--- src/rtl/i2s_tx_serializer.sv ---
// Master-side I2S transmit serializer: pulls words from a valid/ready source into two holding
// registers and shifts them onto sd0/sd1, one bit clock after each word-select transition.
module i2s_tx_serializer #(
  parameter int  DATA_WIDTH = 32,
  localparam int BW         = $clog2(DATA_WIDTH)
) (
  input  logic                  clk_i,
  input  logic                  rstn_i,
  input  logic                  cfg_en_i,
  input  logic                  cfg_2ch_i,
  input  logic                  cfg_lsb_first_i,
  input  logic [BW-1:0]         cfg_bits_word_i,
  input  logic                  ws_i,
  input  logic [DATA_WIDTH-1:0] fifo_data_i,
  input  logic                  fifo_valid_i,
  output logic                  fifo_ready_o,
  output logic                  sd0_o,
  output logic                  sd1_o,
  output logic                  underrun_o
);

  localparam logic [BW-1:0] MAX_BIT = BW'(DATA_WIDTH - 1);

  logic [DATA_WIDTH-1:0] hold0_q, hold0_d, hold1_q, hold1_d;
  logic [DATA_WIDTH-1:0] sh0_q, sh0_d, sh1_q, sh1_d;
  logic                  hold0_v_q, hold0_v_d, hold1_v_q, hold1_v_d;
  logic                  armed_q, armed_d, ws_q, ws_d, lsb_q, lsb_d;
  logic                  sd0_q, sd0_d, sd1_q, sd1_d, underrun_q, underrun_d;
  logic [BW-1:0]         cnt_q, cnt_d;

  logic                  ws_edge, arm_edge, frame_start, have_data, pop;
  logic [BW-1:0]         shamt;
  logic [DATA_WIDTH-1:0] w0, w1, ld0, ld1, nxt0, nxt1;

  assign fifo_ready_o = cfg_en_i & (~hold0_v_q | (cfg_2ch_i & ~hold1_v_q));

  always_comb begin
    // NOTE: every signal written here gets a default first, so no path can infer a latch.
    hold0_d    = hold0_q;
    hold1_d    = hold1_q;
    hold0_v_d  = hold0_v_q;
    hold1_v_d  = hold1_v_q;
    sh0_d      = sh0_q;
    sh1_d      = sh1_q;
    armed_d    = armed_q;
    lsb_d      = lsb_q;
    cnt_d      = cnt_q;
    sd0_d      = sd0_q;
    sd1_d      = sd1_q;
    underrun_d = 1'b0;
    ws_d       = ws_i;
    w0         = '0;
    w1         = '0;
    ld0        = '0;
    ld1        = '0;
    nxt0       = '0;
    nxt1       = '0;

    ws_edge     = ws_i ^ ws_q;
    arm_edge    = ~armed_q & ws_q & ~ws_i;
    frame_start = cfg_en_i & ((armed_q & ws_edge) | arm_edge);
    have_data   = hold0_v_q & (hold1_v_q | ~cfg_2ch_i);
    pop         = fifo_valid_i & fifo_ready_o;
    shamt       = MAX_BIT - cfg_bits_word_i;

    if (!cfg_en_i) begin
      hold0_v_d = 1'b0;
      hold1_v_d = 1'b0;
      armed_d   = 1'b0;
      cnt_d     = '0;
      sh0_d     = '0;
      sh1_d     = '0;
      sd0_d     = 1'b0;
      sd1_d     = 1'b0;
    end else if (frame_start) begin
      armed_d = 1'b1;
      cnt_d   = cfg_bits_word_i;
      lsb_d   = cfg_lsb_first_i;
      if (have_data) begin
        w0        = hold0_q;
        w1        = cfg_2ch_i ? hold1_q : '0;
        hold0_v_d = 1'b0;
        if (cfg_2ch_i) hold1_v_d = 1'b0;
      end else begin
        underrun_d = 1'b1;
      end
      // MSB-first words are left-justified so the first bit always sits in the top position.
      ld0   = cfg_lsb_first_i ? w0 : (w0 << shamt);
      ld1   = cfg_lsb_first_i ? w1 : (w1 << shamt);
      sh0_d = ld0;
      sh1_d = ld1;
      sd0_d = cfg_lsb_first_i ? ld0[0] : ld0[DATA_WIDTH-1];
      sd1_d = cfg_lsb_first_i ? ld1[0] : ld1[DATA_WIDTH-1];
    end else if (cnt_q != '0) begin
      cnt_d = cnt_q - BW'(1);
      nxt0  = lsb_q ? (sh0_q >> 1) : (sh0_q << 1);
      nxt1  = lsb_q ? (sh1_q >> 1) : (sh1_q << 1);
      sh0_d = nxt0;
      sh1_d = nxt1;
      sd0_d = lsb_q ? nxt0[0] : nxt0[DATA_WIDTH-1];
      sd1_d = lsb_q ? nxt1[0] : nxt1[DATA_WIDTH-1];
    end else begin
      sd0_d = 1'b0;
      sd1_d = 1'b0;
    end

    // A pop never coincides with a successful transfer, so the pre-edge valid picks the slot.
    if (pop) begin
      if (!hold0_v_q) begin
        hold0_d   = fifo_data_i;
        hold0_v_d = 1'b1;
      end else begin
        hold1_d   = fifo_data_i;
        hold1_v_d = 1'b1;
      end
    end
  end

  // NOTE: state registers use non-blocking assignments so every flop samples pre-edge values.
  always_ff @(posedge clk_i or negedge rstn_i) begin
    if (!rstn_i) begin
      hold0_v_q  <= 1'b0;
      hold1_v_q  <= 1'b0;
      armed_q    <= 1'b0;
      ws_q       <= 1'b0;
      lsb_q      <= 1'b0;
      cnt_q      <= '0;
      sh0_q      <= '0;
      sh1_q      <= '0;
      sd0_q      <= 1'b0;
      sd1_q      <= 1'b0;
      underrun_q <= 1'b0;
    end else begin
      hold0_v_q  <= hold0_v_d;
      hold1_v_q  <= hold1_v_d;
      armed_q    <= armed_d;
      ws_q       <= ws_d;
      lsb_q      <= lsb_d;
      cnt_q      <= cnt_d;
      sh0_q      <= sh0_d;
      sh1_q      <= sh1_d;
      sd0_q      <= sd0_d;
      sd1_q      <= sd1_d;
      underrun_q <= underrun_d;
    end
  end

  // NOTE: hold data needs no reset; it is only ever read while its valid flag is set.
  always_ff @(posedge clk_i) begin
    hold0_q <= hold0_d;
    hold1_q <= hold1_d;
  end

  assign sd0_o      = sd0_q;
  assign sd1_o      = sd1_q;
  assign underrun_o = underrun_q;

endmodule

--- config.mk ---
export PLATFORM = sky130hd
export DESIGN_NAME = i2s_tx_serializer
export DESIGN_NICKNAME = d
export VERILOG_FILES = /design/src/rtl/i2s_tx_serializer.sv
export SDC_FILE = /design/constraint.sdc
export NUM_CORES = 1
export LEC_CHECK = 0
export ABC_AREA = 1
export BUFFER_PORTS_ARGS = -buffer_cell sky130_fd_sc_hd__clkbuf_2
export CORE_ASPECT_RATIO = 2
export CORE_UTILIZATION = 63
export CTS_CLUSTER_DIAMETER = 80
export CTS_CLUSTER_SIZE = 12
export DETAILED_ROUTE_END_ITERATION = 8
export MAX_ROUTING_LAYER = met4
export PLACE_DENSITY = 0.81
export SLEW_MARGIN = 20
export SYNTH_ARGS = -nofsm -noshare
export SYNTH_HDL_FRONTEND = slang
export SYNTH_SLANG_ARGS = --single-unit
--- constraint.sdc ---
create_clock -name clk_i -period 2.8 [get_ports clk_i]
set_input_delay 0.42 -clock clk_i [delete_from_list [all_inputs] [get_ports clk_i]]
set_output_delay 0.42 -clock clk_i [all_outputs]
set_load 0.02 [all_outputs]
# [Word level (Yosys, flattened, before mapping)]
# Cells that the tools add are included.
[op_classes] n_mux=46 n_shift=2 eq_ne=2 n_bitwise=17 add_sub_neg=2 n_reduce_logical=4
[op_table] cell="2-to-1 mux 32 bit" count=17
[op_table] cell="<< shifter 32 x 5 -> 32 bit" count=2
[op_table] cell="2-to-1 mux 1 bit" count=26
[op_table] cell="2-to-1 mux 5 bit" count=3
[op_table] cell="AND 1 bit" count=8
[op_table] cell="AND reduction 2 bit" count=3
[op_table] cell="NOT 1 bit" count=5
[op_table] cell="nonzero test 5 bit" count=1
[op_table] cell="subtractor 5 x 1 -> 5 bit, second input constant" count=1
[op_table] cell="subtractor 5 bit, first input constant" count=1
[op_table] cell="inequality test 3 x 1 -> 1 bit, second input constant" count=1
[op_table] cell="OR 1 bit" count=3
[op_table] cell="inequality test 2 x 1 -> 1 bit, second input constant" count=1
[op_table] cell="bitwise XOR 1 bit" count=1
[totals] in_bits=44 word_cells=86 output_inout_bits=4 reg_bits=141

# [Depth between registers and ports, before layout]
# Gate-level depths: netlist of the first run.
[depth] depth_word=12 depth_mapped=15 mapped_depth_nobuf=12

# [Least setup slack after synthesis of the first run]
# No wires, ideal clock.
[synth_timing] path_kind="flip-flop to flip-flop" startpoint="reg hold0_v_q" endpoint="reg hold1_q[0] (enable)" required_time_ns=2.413 setup_time_ns=0.387 path_slack_ns=0.292 arrival_time_ns=2.122 n_path_buf=3 period_less_slack_ns=2.508 stages_incl_launch_ff=11 cell_sequence="dfrtp_1 -> buf_2 -> buf_4 -> inv_1 -> a21oi_4 -> buf_4 -> nor2_1 -> nand2_1 -> inv_1 -> nand2_1 -> inv_1"
[synth_between] elab_chain_cells=5
[synth_rtl] element="start: declaration" line="26" rtl="logic hold0_v_q, hold0_v_d, hold1_v_q, hold1_v_d;"
[synth_rtl] element="start signal: assignment" line="134" rtl="hold0_v_q <= hold0_v_d;"
[synth_rtl] element="NOT 1 bit (no source line)"
[synth_rtl] element="OR 1 bit" line="35" rtl="assign fifo_ready_o = cfg_en_i & (~hold0_v_q | (cfg_2ch_i & ~hold1_v_q));"
[synth_rtl] element="AND 1 bit" line="35"
[synth_rtl] element="net fifo_ready_o" line="16" rtl="output logic fifo_ready_o,"
[synth_rtl] element="AND 1 bit" line="63" rtl="pop = fifo_valid_i & fifo_ready_o;"
[synth_rtl] element="AND reduction 2 bit (no source line)"
[synth_rtl] element="end signal: assignment" line="151" rtl="hold1_q <= hold1_d;"
[synth_rtl] element="end: declaration" line="24" rtl="logic [DATA_WIDTH-1:0] hold0_q, hold0_d, hold1_q, hold1_d;"
# The timed path passes the listed nets, and every way through them passes these cells.
# A chain may end at the register's enable or synchronous reset.

# [Final worst setup path of the first run]
[layout_timing] startpoint="reg hold1_v_q" endpoint="reg sh1_q[8]"
[layout_between] elab_chain_cells=9
[layout_rtl] element="start: declaration" line="26"
[layout_rtl] element="start signal: assignment" line="135" rtl="hold1_v_q <= hold1_v_d;"
[layout_rtl] element="OR 1 bit *" line="62" rtl="have_data = hold0_v_q & (hold1_v_q | ~cfg_2ch_i);"
[layout_rtl] element="AND 1 bit *" line="62"
[layout_rtl] element="2-to-1 mux 32 bit *" line="79" rtl="if (have_data) begin"
[layout_rtl] element="2-to-1 mux 32 bit *" line="75" rtl="end else if (frame_start) begin"
[layout_rtl] element="2-to-1 mux 32 bit *" line="66" rtl="if (!cfg_en_i) begin"
[layout_rtl] element="<< shifter 32 x 5 -> 32 bit" line="89" rtl="ld1 = cfg_lsb_first_i ? w1 : (w1 << shamt);"
[layout_rtl] element="2-to-1 mux 32 bit *" line="89"
[layout_rtl] element="2-to-1 mux 32 bit *" line="75"
[layout_rtl] element="2-to-1 mux 32 bit *" line="66"
[layout_rtl] element="end signal: assignment" line="129" rtl="sh1_q <= '0;"
[layout_rtl] element="end signal: assignment" line="141" rtl="sh1_q <= sh1_d;"
[layout_rtl] element="end: declaration" line="25" rtl="logic [DATA_WIDTH-1:0] sh0_q, sh0_d, sh1_q, sh1_d;"
# Every way passes the cells marked *; elsewhere a longest branch is shown, timed or not. The select of a mux whose other input is x is not followed.

==> summary.md, run 1 <==
| Metric | Value |
|---|---|
| Status | `finished, violations left` |
| Failing checks | `negative hold slack` |
| R2R Path Start | `hold1_v_q$_DFF_PN0_` |
| TritonCTS clock tree | `yes` |
| Vias in the first global route | `roughly 11000` |
| Worst skew pair latency | `440 ps` |
| Avg Inst Size Synth | `6.978 sq um` |
| Layout Area Growth over Synthesis | `7.600%` |
| Post-CTS resize count | `0` |
| CTS sink count | `141` |
| RSZ-0062 raised after global routing | `false` |
| Leading area contributor after synthesis | `dfrtp_1` |
| Crit end category | `flop` |
| Die X | `a little over 90 um` |
| Initial Util | `roughly 64%` |
| Slew @ Worst Pin | `around 730 ps` |
| First-pass GRT wire length | `57.54 mm` |
| Worst slack, placed | `360.7 ps` |
| DR WL/cell | `22.11 um` |
| Filler Cells Inserted | `1439` |
| GPL Wtd Cong | `1.049` |
| Layout cells sized above 1 | `a little over a tenth` |
| Fmax achieved | `423.4 MHz` |
| Top Metal Used | `met4` |
| Synth Warn # | `0` |
| Port bufs | `47` |
| #FFs+latches synth | `141` |
| Final Non-Filler Cells | `about 1700` |
| Hold Buf Count CTS | `0` |
| Leakage | `between 4 and 5 nW` |
| PwrDens | `between 500 and 600 nW/um^2` |
| Post-DP HPWL | `25.98 mm` |
| Final min period | `2362 ps` |
| Footprint of the multi-input gates | `5756 sq um` |
| Core Box Area | `16270 sq um` |
| Post-layout util | `69.14%` |
| Sum of negative setup slack | `0 ps` |
| Total GRT Usage | `roughly 46%` |
| Nets | `1516` |
| Critical Path Source Type | `flop` |
| Clock Tree Buf Depth | `2` |
| Reg clk slew, reported paths | `60 ps` |
| Total length of routed wires | `37.30 mm` |
| Most frequent cell after synthesis | `nand2_1` |
| Seq/Total Area, Yosys | `36.82%` |
| Grt total ovfl | `0` |
| Tcrit/Tclk final | `84.35%` |
| Ranking of synthesized cells by area | `dfrtp_1 18%, edfxtp_1 18%, nand3_1 18%` |
| Syn_nets | `~1500` |
| FF+latch area | `between 3000 and 4000 sq um` |
| Met3 routed wirelength | `3.658 mm` |
| Setup violations, final | `0` |
| ANT nets after route | `0` |
| Setup bufs post-CTS | `0` |
| Crit. Startpoint | `hold1_v_q$_DFF_PN0_` |
| Die area | `17140 sq um` |
| Hold WC Path Type | `primary input to asynchronous set/reset pin` |
| Arrival time at the worst endpoint | `~2700 ps` |
| Final worst slack | `between 400 and 500 ps` |
| Number of flops mapped to enable cells by yosys | `64` |
| DRC errors left | `0` |
| Pin count of the biggest net entering global routing | `83` |
| Via count | `11550` |
| Slew Viols, Final | `0` |
| DR iter-0 viols | `1796` |
| Cell total after placement | `1655` |
| Area after DPL | `10680 sq um` |
| Hold Vio Cnt, Final | `13` |
| Max Clock Skew | `9.613 ps` |
| Drt pass-1 iters | `7` |
| H-tree Lvls | `4` |
| Synth Cell Area | `10450 sq um` |
| Top Ports | `48` |
| Routed length on met1 | `13.15 mm` |
| Initial antenna violation count | `0` |
| DR vias/cell | `6.845` |
| Ys async rst share | `~55%` |
| Max_cap viols | `0` |
| Met2 wire len | `approximately 18 mm` |
| Critical path class | `flop to flop` |
| Chip Height | `184.2 um` |
| Hold WS | `-14.60 ps` |
| Clock Tree Root | `clkbuf_16` |
| Ys flop type | `dfrtp_1` |
| Required time of the worst setup path | `3170 ps` |
| Std cell rows | `between 60 and 70` |
| Peak supply drop | `600.1 uV` |
| Final non-filler cell area | `11250 sq um` |
| Crit Path Max Fanout | `24` |
| Yosys top cell area share | `18.43%` |
| Total power | `6.672 mW` |
| Yosys cell types | `44` |
| Ant. Diodes | `0` |
| Mapped Cells | `1498` |
| Relative slew slack | `51.40%` |
| Num CTS Buffers | `17` |
| Post-synth top cells | `485 x nand2_1, 370 x nand3_1, 77 x dfrtp_1` |
[worst paths after layout]
check | endpoint | slack [ps] | cells after the start
worst max-delay path | sh1_q[8]$_DFFE_PN0P_ | 440 | 9
worst min-delay path | sh1_q[28]$_DFFE_PN0P_ | -10 | 1
worst max register to register | sh1_q[8]$_DFFE_PN0P_ | 440 | 9
worst min register to register | sh1_q[1]$_DFFE_PN0P_ | 510 | 2
max in group asynchronous | sh0_q[7]$_DFFE_PN0P_ | 2190 | 2
min in group clk_i | ws_q$_DFF_PN0_ | 110 | 1
[placed cells by master, fill, tap and decap left out, types with 4 or more instances in the layout]
cell and n:
dfrtp_1 75, inv_2 8, o221ai_1 7, edfxtp_1 64, clkinv_4 4, nor2_1 33, buf_4 26, o211ai_1 11
clkbuf_16 18, nor2_2 4, nand4_2 16, clkinv_2 5, nand2_1 485, a31oi_1 62, clkbuf_2 46, a21oi_1 31
o21ai_0 52, nand3_1 370, nand4_1 68, nand3_2 6, inv_1 28, buf_12 12, o21ai_1 14
[sequential cells by signal, indices dropped and copies added, names as in the netlist]
register,cells
hold0_q,32
hold1_q,32
sh0_q,32
sh1_q,32
cnt_q,5
armed_q,1
hold0_v_q,1
hold1_v_q,1
lsb_q,1
sd0_o,1
sd1_o,1
underrun_o,1
ws_q,1
[critical path, stage by stage (launching register included)]
cell     delay (ps)
dfrtp_1         480
buf_4           360
nand4_1         340
nand2_1         190
nand3_1         140
nand3_1         150
nand3_1         110
a21oi_1         310
o21ai_0         140
nand2_1          70
[per-layer routing]
| metal | global-route usage, % | up-vias |
|---|---|---|
| met5 | - | - |
| met4 | 28.92 | 0 |
| met3 | 7.384 | 188 |
| met2 | 72.24 | 832 |
| met1 | 53.31 | 5322 |
| li1 | - | 5205 |
[cell families (layout without fill, tap and decap cells)]
family                   Yosys count  after routing  synth area share (%)
XOR/XNOR                           3              3                0.2514
buffers and inverters            171            156                 8.127
adder cells (fa/ha/maj)            2              2                0.2393
flip-flops                       141            141                 36.82
AND/OR/NAND/NOR                  991            991                 43.78
AO/OA/AOI/OAI                    190            190                 10.78
[power breakdown]
| part | total [mW] | internal, mW | leakage (nW) | switching (mW) |
|---|---|---|---|---|
| combinational | 1.81 | 0.569 | 2.98 | 1.24 |
| sequential | 2.64 | 2.42 | 1.62 | 0.220 |
| clock | 2.22 | 1.27 | 0.281 | 0.946 |
[final cells by class]
cell class                      count  share of cell area [%]
Multi-Input combinational cell   1186                   51.17
Sequential cell                   141                   34.24
Timing Repair Buffer               84                   5.918
Clock buffer                       18                   4.004
Tap cell                          204                   2.269
Inverter                           40                   1.357
Clock inverter                     14                   1.046
Power figures use the tool's default switching activity.
==> run 2, diff against run 1 <==
Settings changed: CORE_UTILIZATION 63 to 57, PLACE_DENSITY 0.81 to 0.78.
Clock period 2.8 ns to 1.91 ns, I/O delays scaled along.
==> summary.md, run 2 (synthesized netlist as in run 1, its figures left out) <==
| Metric | Value |
|---|---|
| Arrival time at the worst endpoint | `between 2000 and 2500 ps` |
| Nets | `1608` |
| Switching Share | `between 30% and 40%` |
| DR vias/cell | `6.644` |
| Via count | `between 10000 and 15000` |
| Fmax achieved | `505.7 MHz` |
| Most common cell after layout, fill and taps aside | `nand2_1` |
| Layout Area Growth over Synthesis | `22.75%` |
| H-tree Lvls | `4` |
| Critical Path Source Type | `flop` |
| Critical path class | `flop to flop` |
| Top Ports | `48` |
| Peak supply drop | `slightly below 700 uV` |
| Setup violations, final | `23` |
| Total power | `~10 mW` |
| DR WL/cell | `roughly 22 um` |
| Layout cells sized above 1 | `22.89%` |
| Initial antenna violation count | `0` |
| Grt total ovfl | `0` |
| Crit end category | `flop` |
| Int Pwr | `6.833 mW` |
| Most frequent cells in the layout | `462 x nand2_1, 320 x nand3_1, 91 x buf_4` |
| Port bufs | `47` |
| Max Clock Skew | `between 6 and 7 ps` |
| CTS sink count | `141` |
| Slew @ Worst Pin | `about 370 ps` |
| TritonCTS clock tree | `yes` |
| Relative slew slack | `~75%` |
| Slew Viols, Final | `0` |
| Clock Tree Buf Depth | `2` |
| Max_cap viols | `0` |
| Failing checks | `design-rule violations, negative setup slack` |
| Tcrit/Tclk final | `103.5%` |
| Cell family with most CP delay | `simple AND/OR/NAND/NOR gates` |
| Post-DP HPWL | `27.24 mm` |
| Leakage | `about 5.5 nW` |
| Worst skew pair latency | `420 ps` |
| Final worst slack | `-67.64 ps` |
| Crit Path Max Fanout | `6` |
| First-pass GRT wire length | `58.93 mm` |
| DRC errors left | `2` |
| Worst path buffer plus inverter count | `2` |
| Final min period | `between 1500 and 2000 ps` |
| Clock Power Share | `33.4%` |
| Core Box Area | `17870 sq um` |
| Vias in the first global route | `10860` |
| GPL Wtd Cong | `1.031` |
| Status | `finished, violations left` |
| Drt pass-1 iters | `7` |
| Largest stage delay, worst path | `450 ps` |
| Hold Vio Cnt, Final | `0` |
| Clock Tree Root | `clkbuf_16` |
| Ant. Diodes | `0` |
| Slowest stage cell, crit path | `dfrtp_2` |
| ANT nets after route | `0` |
| Switch Pwr | `~3.6 mW` |
| Required time of the worst setup path | `2260 ps` |
| Hold WC Path Type | `primary input to flop` |
| PwrDens | `813.5 nW/um^2` |
| DR iter-0 viols | `about 1500` |
| Die area | `18920 sq um` |
| Die X | `approximately 100 um` |
| Sequential share of power | `37.0%` |
| Initial Util | `58.50%` |
| Pin count of the biggest net entering global routing | `67` |
| Cell mode on critical path | `nand2_1` |
| Std cell rows | `69` |
| Crit-path cells | `clkbuf_16 -> buf_4 -> nand4_2 -> nand2_1 -> nand3_1 -> nand3_2 -> nand2_1 -> nand2_1 -> nand2_2 -> nand2_2 -> nand3_1 -> a21oi_1` |
| Sum of negative setup slack | `-559.2 ps` |
| Num CTS Buffers | `17` |
| Total length of routed wires | `38.57 mm` |
| RSZ-0062 raised after global routing | `true` |
| Total GRT Usage | `around two fifths` |
| Reg clk slew, reported paths | `60 ps` |
| Chip Height | `193.5 um` |
| Comb power frac | `between 20% and 30%` |
[run 2: what timing repair did]
| action | CTS | global route |
|---|---|---|
| setup endpoints to repair | 92 | 64 |
| pin swaps | 1 | 31 |
| hold endpoints to repair | 15 | 0 |
| buffers inserted | 4 | 7 |
| resized for setup | 7 | 125 |
| gates cloned | 0 | 5 |
| hold buffers | 2 | 0 |
[run 2: power by group through the flow]
| stage | Sequential, mW | Clock [mW] | Combinational, mW |
|---|---|---|---|
| 5_1_grt | 3.90 | 3.62 | 3.34 |
| 4_1_cts | 3.84 | 3.49 | 2.83 |
| 3_5_place_dp | 3.90 | 0 | 2.77 |
| 3_3_place_gp | 3.90 | 0 | 2.74 |
| 2_1_floorplan | 3.80 | 0 | 1.95 |
| 6_report | 3.86 | 3.49 | 3.09 |
[run 2: layout make-up]
| class | instances | area [sq um] |
|---|---|---|
| Clock inverter | 10 | 137.6 |
| Multi-Input combinational cell | 1186 | 6300 |
| Inverter | 40 | 167.7 |
| Tap cell | 213 | 266.5 |
| Sequential cell | 141 | 3852 |
| Clock buffer | 20 | 467.9 |
| Fill cell | 1533 | 5039 |
| Timing Repair Buffer | 176 | 1640 |
[run 2: worst register-to-register path, delay by kind of cell, from the launching register on]
| family | cells | cell delay, ps |
|---|---|---|
| buf+inv | 2 | 330 |
| flops | 1 | 450 |
| compound gates | 1 | 140 |
| simple gates | 9 | 990 |
[run 2: final timing paths]
path / startpoint / to / slack (ps) / cells after the start
min reg2reg: armed_q$_DFFE_PN0P_ / armed_q$_DFFE_PN0P_ / 490 / 2
max: hold0_v_q$_DFF_PN0_ / sd1_o$_DFF_PN0_ / -70 / 12
min: fifo_data_i[4] / hold0_q[4]$_DFFE_PP_ / 50 / 1
max in group asynchronous: rstn_i / lsb_q$_DFFE_PN0P_ / 1030 / 3
min in group asynchronous: rstn_i / sh1_q[27]$_DFFE_PN0P_ / 260 / 2
max reg2reg: hold0_v_q$_DFF_PN0_ / sd1_o$_DFF_PN0_ / -70 / 12
[run 2: through the flow]
step / hold slack [ps] / cell area, sq um / cells / utilization [%] / worst slack (ps)
after global placement: 153.4 / 11430 / 1738 / 63.97 / -140.8
after global routing: 39.87 / 12830 / 1786 / 71.81 / -149.9
after floorplan: -9.091 / 10490 / 1498 / - / -79.03
after CTS: 48.15 / 12120 / 1774 / 67.84 / 15.79
after detailed placement: 156.1 / 11430 / 1738 / 63.97 / -159.0
final: 53.85 / 12830 / 1786 / 71.81 / -67.64
[run 2: per-layer routing]
metal | global-route usage, % | routed length [um] | share of wire, %
met2 | 64.46 | 18660 | 48
met1 | 50.82 | 14530 | 38
met4 | 25.08 | 2532 | 6.6
met5 | - | 0 | 0
met3 | 5.672 | 2848 | 7.4
==> run 3, diff against run 2 <==
Settings changed: CELL_PAD_IN_SITES_DETAIL_PLACEMENT from default to 1, CELL_PAD_IN_SITES_GLOBAL_PLACEMENT from default to 2, CORE_UTILIZATION 57 to 39, PLACE_DENSITY 0.78 to default, PLACE_DENSITY_LB_ADDON from default to 0.1.
Clock period 1.91 ns to 2.56 ns, I/O delays scaled along.
==> summary.md, run 3 (synthesized netlist as in run 1, its figures left out) <==
| Metric | Value |
|---|---|
| Tcrit/Tclk final | `91.64%` |
| Post-layout util | `44.15%` |
| DR vias/cell | `6.113` |
| Final min period | `about 2300 ps` |
| Crit-path cells | `inv_1 -> or2_1 -> nand2_2 -> inv_2 -> nor2_4 -> nand2_1 -> nor2_2 -> nand3_1 -> o211ai_1 -> nand2_1` |
| Sum of negative setup slack | `0 ps` |
| Critical Path Source Type | `flop` |
| Int Pwr | `4.817 mW` |
| GPL Wtd Cong | `0.9466` |
| R2r setup slk | `210 ps` |
| Critical path class | `flop to flop` |
| Chip Height | `233.5 um` |
| Final Non-Filler Cells | `1837` |
| TritonCTS clock tree | `yes` |
| Clock Tree Buf Depth | `2` |
| Leakage | `between 4 and 5 nW` |
| Slew Viols, Final | `0` |
| Pin count of the biggest net entering global routing | `69` |
| R2R Path Start | `ws_q$_DFF_PN0_` |
| PwrDens | `between 600 and 700 nW/um^2` |
| Most common cell after layout, fill and taps aside | `nand2_1` |
| DR iter-0 viols | `979` |
| DR WL/cell | `around 24 um` |
| Sequential share of power | `38.7%` |
| Final non-filler cell area | `11600 sq um` |
| Core Box Area | `roughly 26000 sq um` |
| Status | `finished clean` |
| Setup bufs post-CTS | `0` |
| Switching Share | `35.52%` |
| Layout Area Growth over Synthesis | `10.96%` |
| Slowest stage cell, crit path | `nor2_2` |
| RR Endpoint | `sh1_q[16]$_DFFE_PN0P_` |
| Filler Cells Inserted | `3332` |
| Slew @ Worst Pin | `907.6 ps` |
| Top Ports | `48` |
| Nets | `1526` |
| ANT nets after route | `0` |
| Die area | `27500 sq um` |
| Clock Tree Root | `clkbuf_16` |
| Arrival time at the worst endpoint | `2670 ps` |
| DRC errors left | `0` |
| Required time of the worst setup path | `between 2000 and 3000 ps` |
| Via count | `between 10000 and 15000` |
| Comb power frac | `27.5%` |
| Die X | `117.8 um` |
| CTS sink count | `around 140` |
| Worst skew pair latency | `450 ps` |
| Max_cap viols | `0` |
| Largest stage delay, worst path | `470 ps` |
| Most frequent cells in the layout | `485 x nand2_1, 370 x nand3_1, 75 x dfrtp_1` |
| Max Clock Skew | `12.82 ps` |
| Crit Path Max Fanout | `8` |
| Peak supply drop | `494.8 uV` |
| Setup crit end | `sh1_q[16]$_DFFE_PN0P_` |
| Cell family with most CP delay | `simple AND/OR/NAND/NOR gates` |
| Grt total ovfl | `0` |
| Fmax achieved | `426.2 MHz` |
| Ant. Diodes | `0` |
| Hold WC Path Type | `primary input to flop` |
| Cell mode on critical path | `nand2_1` |
| Setup violations, final | `0` |
| Layout cells sized above 1 | `11.39%` |
| Switch Pwr | `2.654 mW` |
| FF+latch area | `between 3000 and 4000 sq um` |
| First-pass GRT wire length | `68.70 mm` |
| Drt pass-1 iters | `5` |
| Area after DPL | `10990 sq um` |
| Relative slew slack | `around 39%` |
| R2R depth | `10` |
| Total GRT Usage | `34.17%` |
| Num CTS Buffers | `17` |
| Reg clk slew, reported paths | `60 ps` |
| Total length of routed wires | `about 44 mm` |
| Std cell rows | `84` |
| Worst path buffer plus inverter count | `2` |
| Vias in the first global route | `about 11000` |
| Footprint of the multi-input gates | `5756 sq um` |
| Post-DP HPWL | `32.71 mm` |
| Hold Vio Cnt, Final | `0` |
| Crit end category | `flop` |
| Cell total after placement | `between 1500 and 2000` |
| Initial antenna violation count | `0` |
| Crit path depth | `10` |
| Clock Power Share | `approximately a third` |
| RSZ-0062 raised after global routing | `false` |
| H-tree Lvls | `4` |
| Crit. Startpoint | `ws_q$_DFF_PN0_` |
| Initial Util | `about two fifths` |
| Port bufs | `47` |
==> run 3: power groups by stage <==
stage                     combinational [mW]  clock, mW  sequential [mW]
after floorplan                         1.45          0             2.83
after global placement                  2.01          0             2.92
after detailed placement                2.04          0             2.93
after CTS                               2.05       2.57             2.89
after global routing                    2.27       2.62             2.93
final                                   2.06       2.52             2.89
==> run 3: how the worst min path moves through the flow <==
stage | start | to | slack (ps) | cells past startpoint
floorplan | rstn_i | armed_q$_DFFE_PN0P_ | 90 | 0
CTS | ws_i | ws_q$_DFF_PN0_ | 50 | 1
finish | ws_i | ws_q$_DFF_PN0_ | 60 | 1
global placement | rstn_i | cnt_q[3]$_DFFE_PN0P_ | 380 | 1
global route | ws_i | ws_q$_DFF_PN0_ | 70 | 1
detailed placement | rstn_i | cnt_q[3]$_DFFE_PN0P_ | 370 | 1
==> run 3: repair_timing <==
item,CTS,global route
resized for setup,0,2
setup endpoints to repair,0,1
endpoints found under the hold margin,29,0
hold buffers,1,0
==> run 3: cell type report <==
cell class              instances  area share, %
inverters                      40          1.316
multi-input cells            1186          49.62
clock buffers                  23          4.487
flip-flops and latches        141          33.22
well taps                     344          3.710
clock inverters                 9         0.7011
repair buffers                 94          6.946
==> run 3: stage by stage <==
step	hold WS, ps	power, mW	setup WS [ps]
after global routing	70.10	7.811	53.72
after detailed placement	374.4	4.970	89.22
after global placement	375.3	4.937	89.71
after floorplan	88.41	4.280	51.81
after CTS	52.73	7.509	147.7
final	63.25	7.471	213.9
==> run 3: per-layer routing <==
layer	wire (um)	GRT usage (%)	share of wire (%)	up-vias
met2	22950	58.82	52	314
met4	2110	18.03	4.8	0
met3	1504	2.759	3.4	98
li1	-	-	-	5228
met1	17780	39.52	40	5590
met5	0	-	0	-
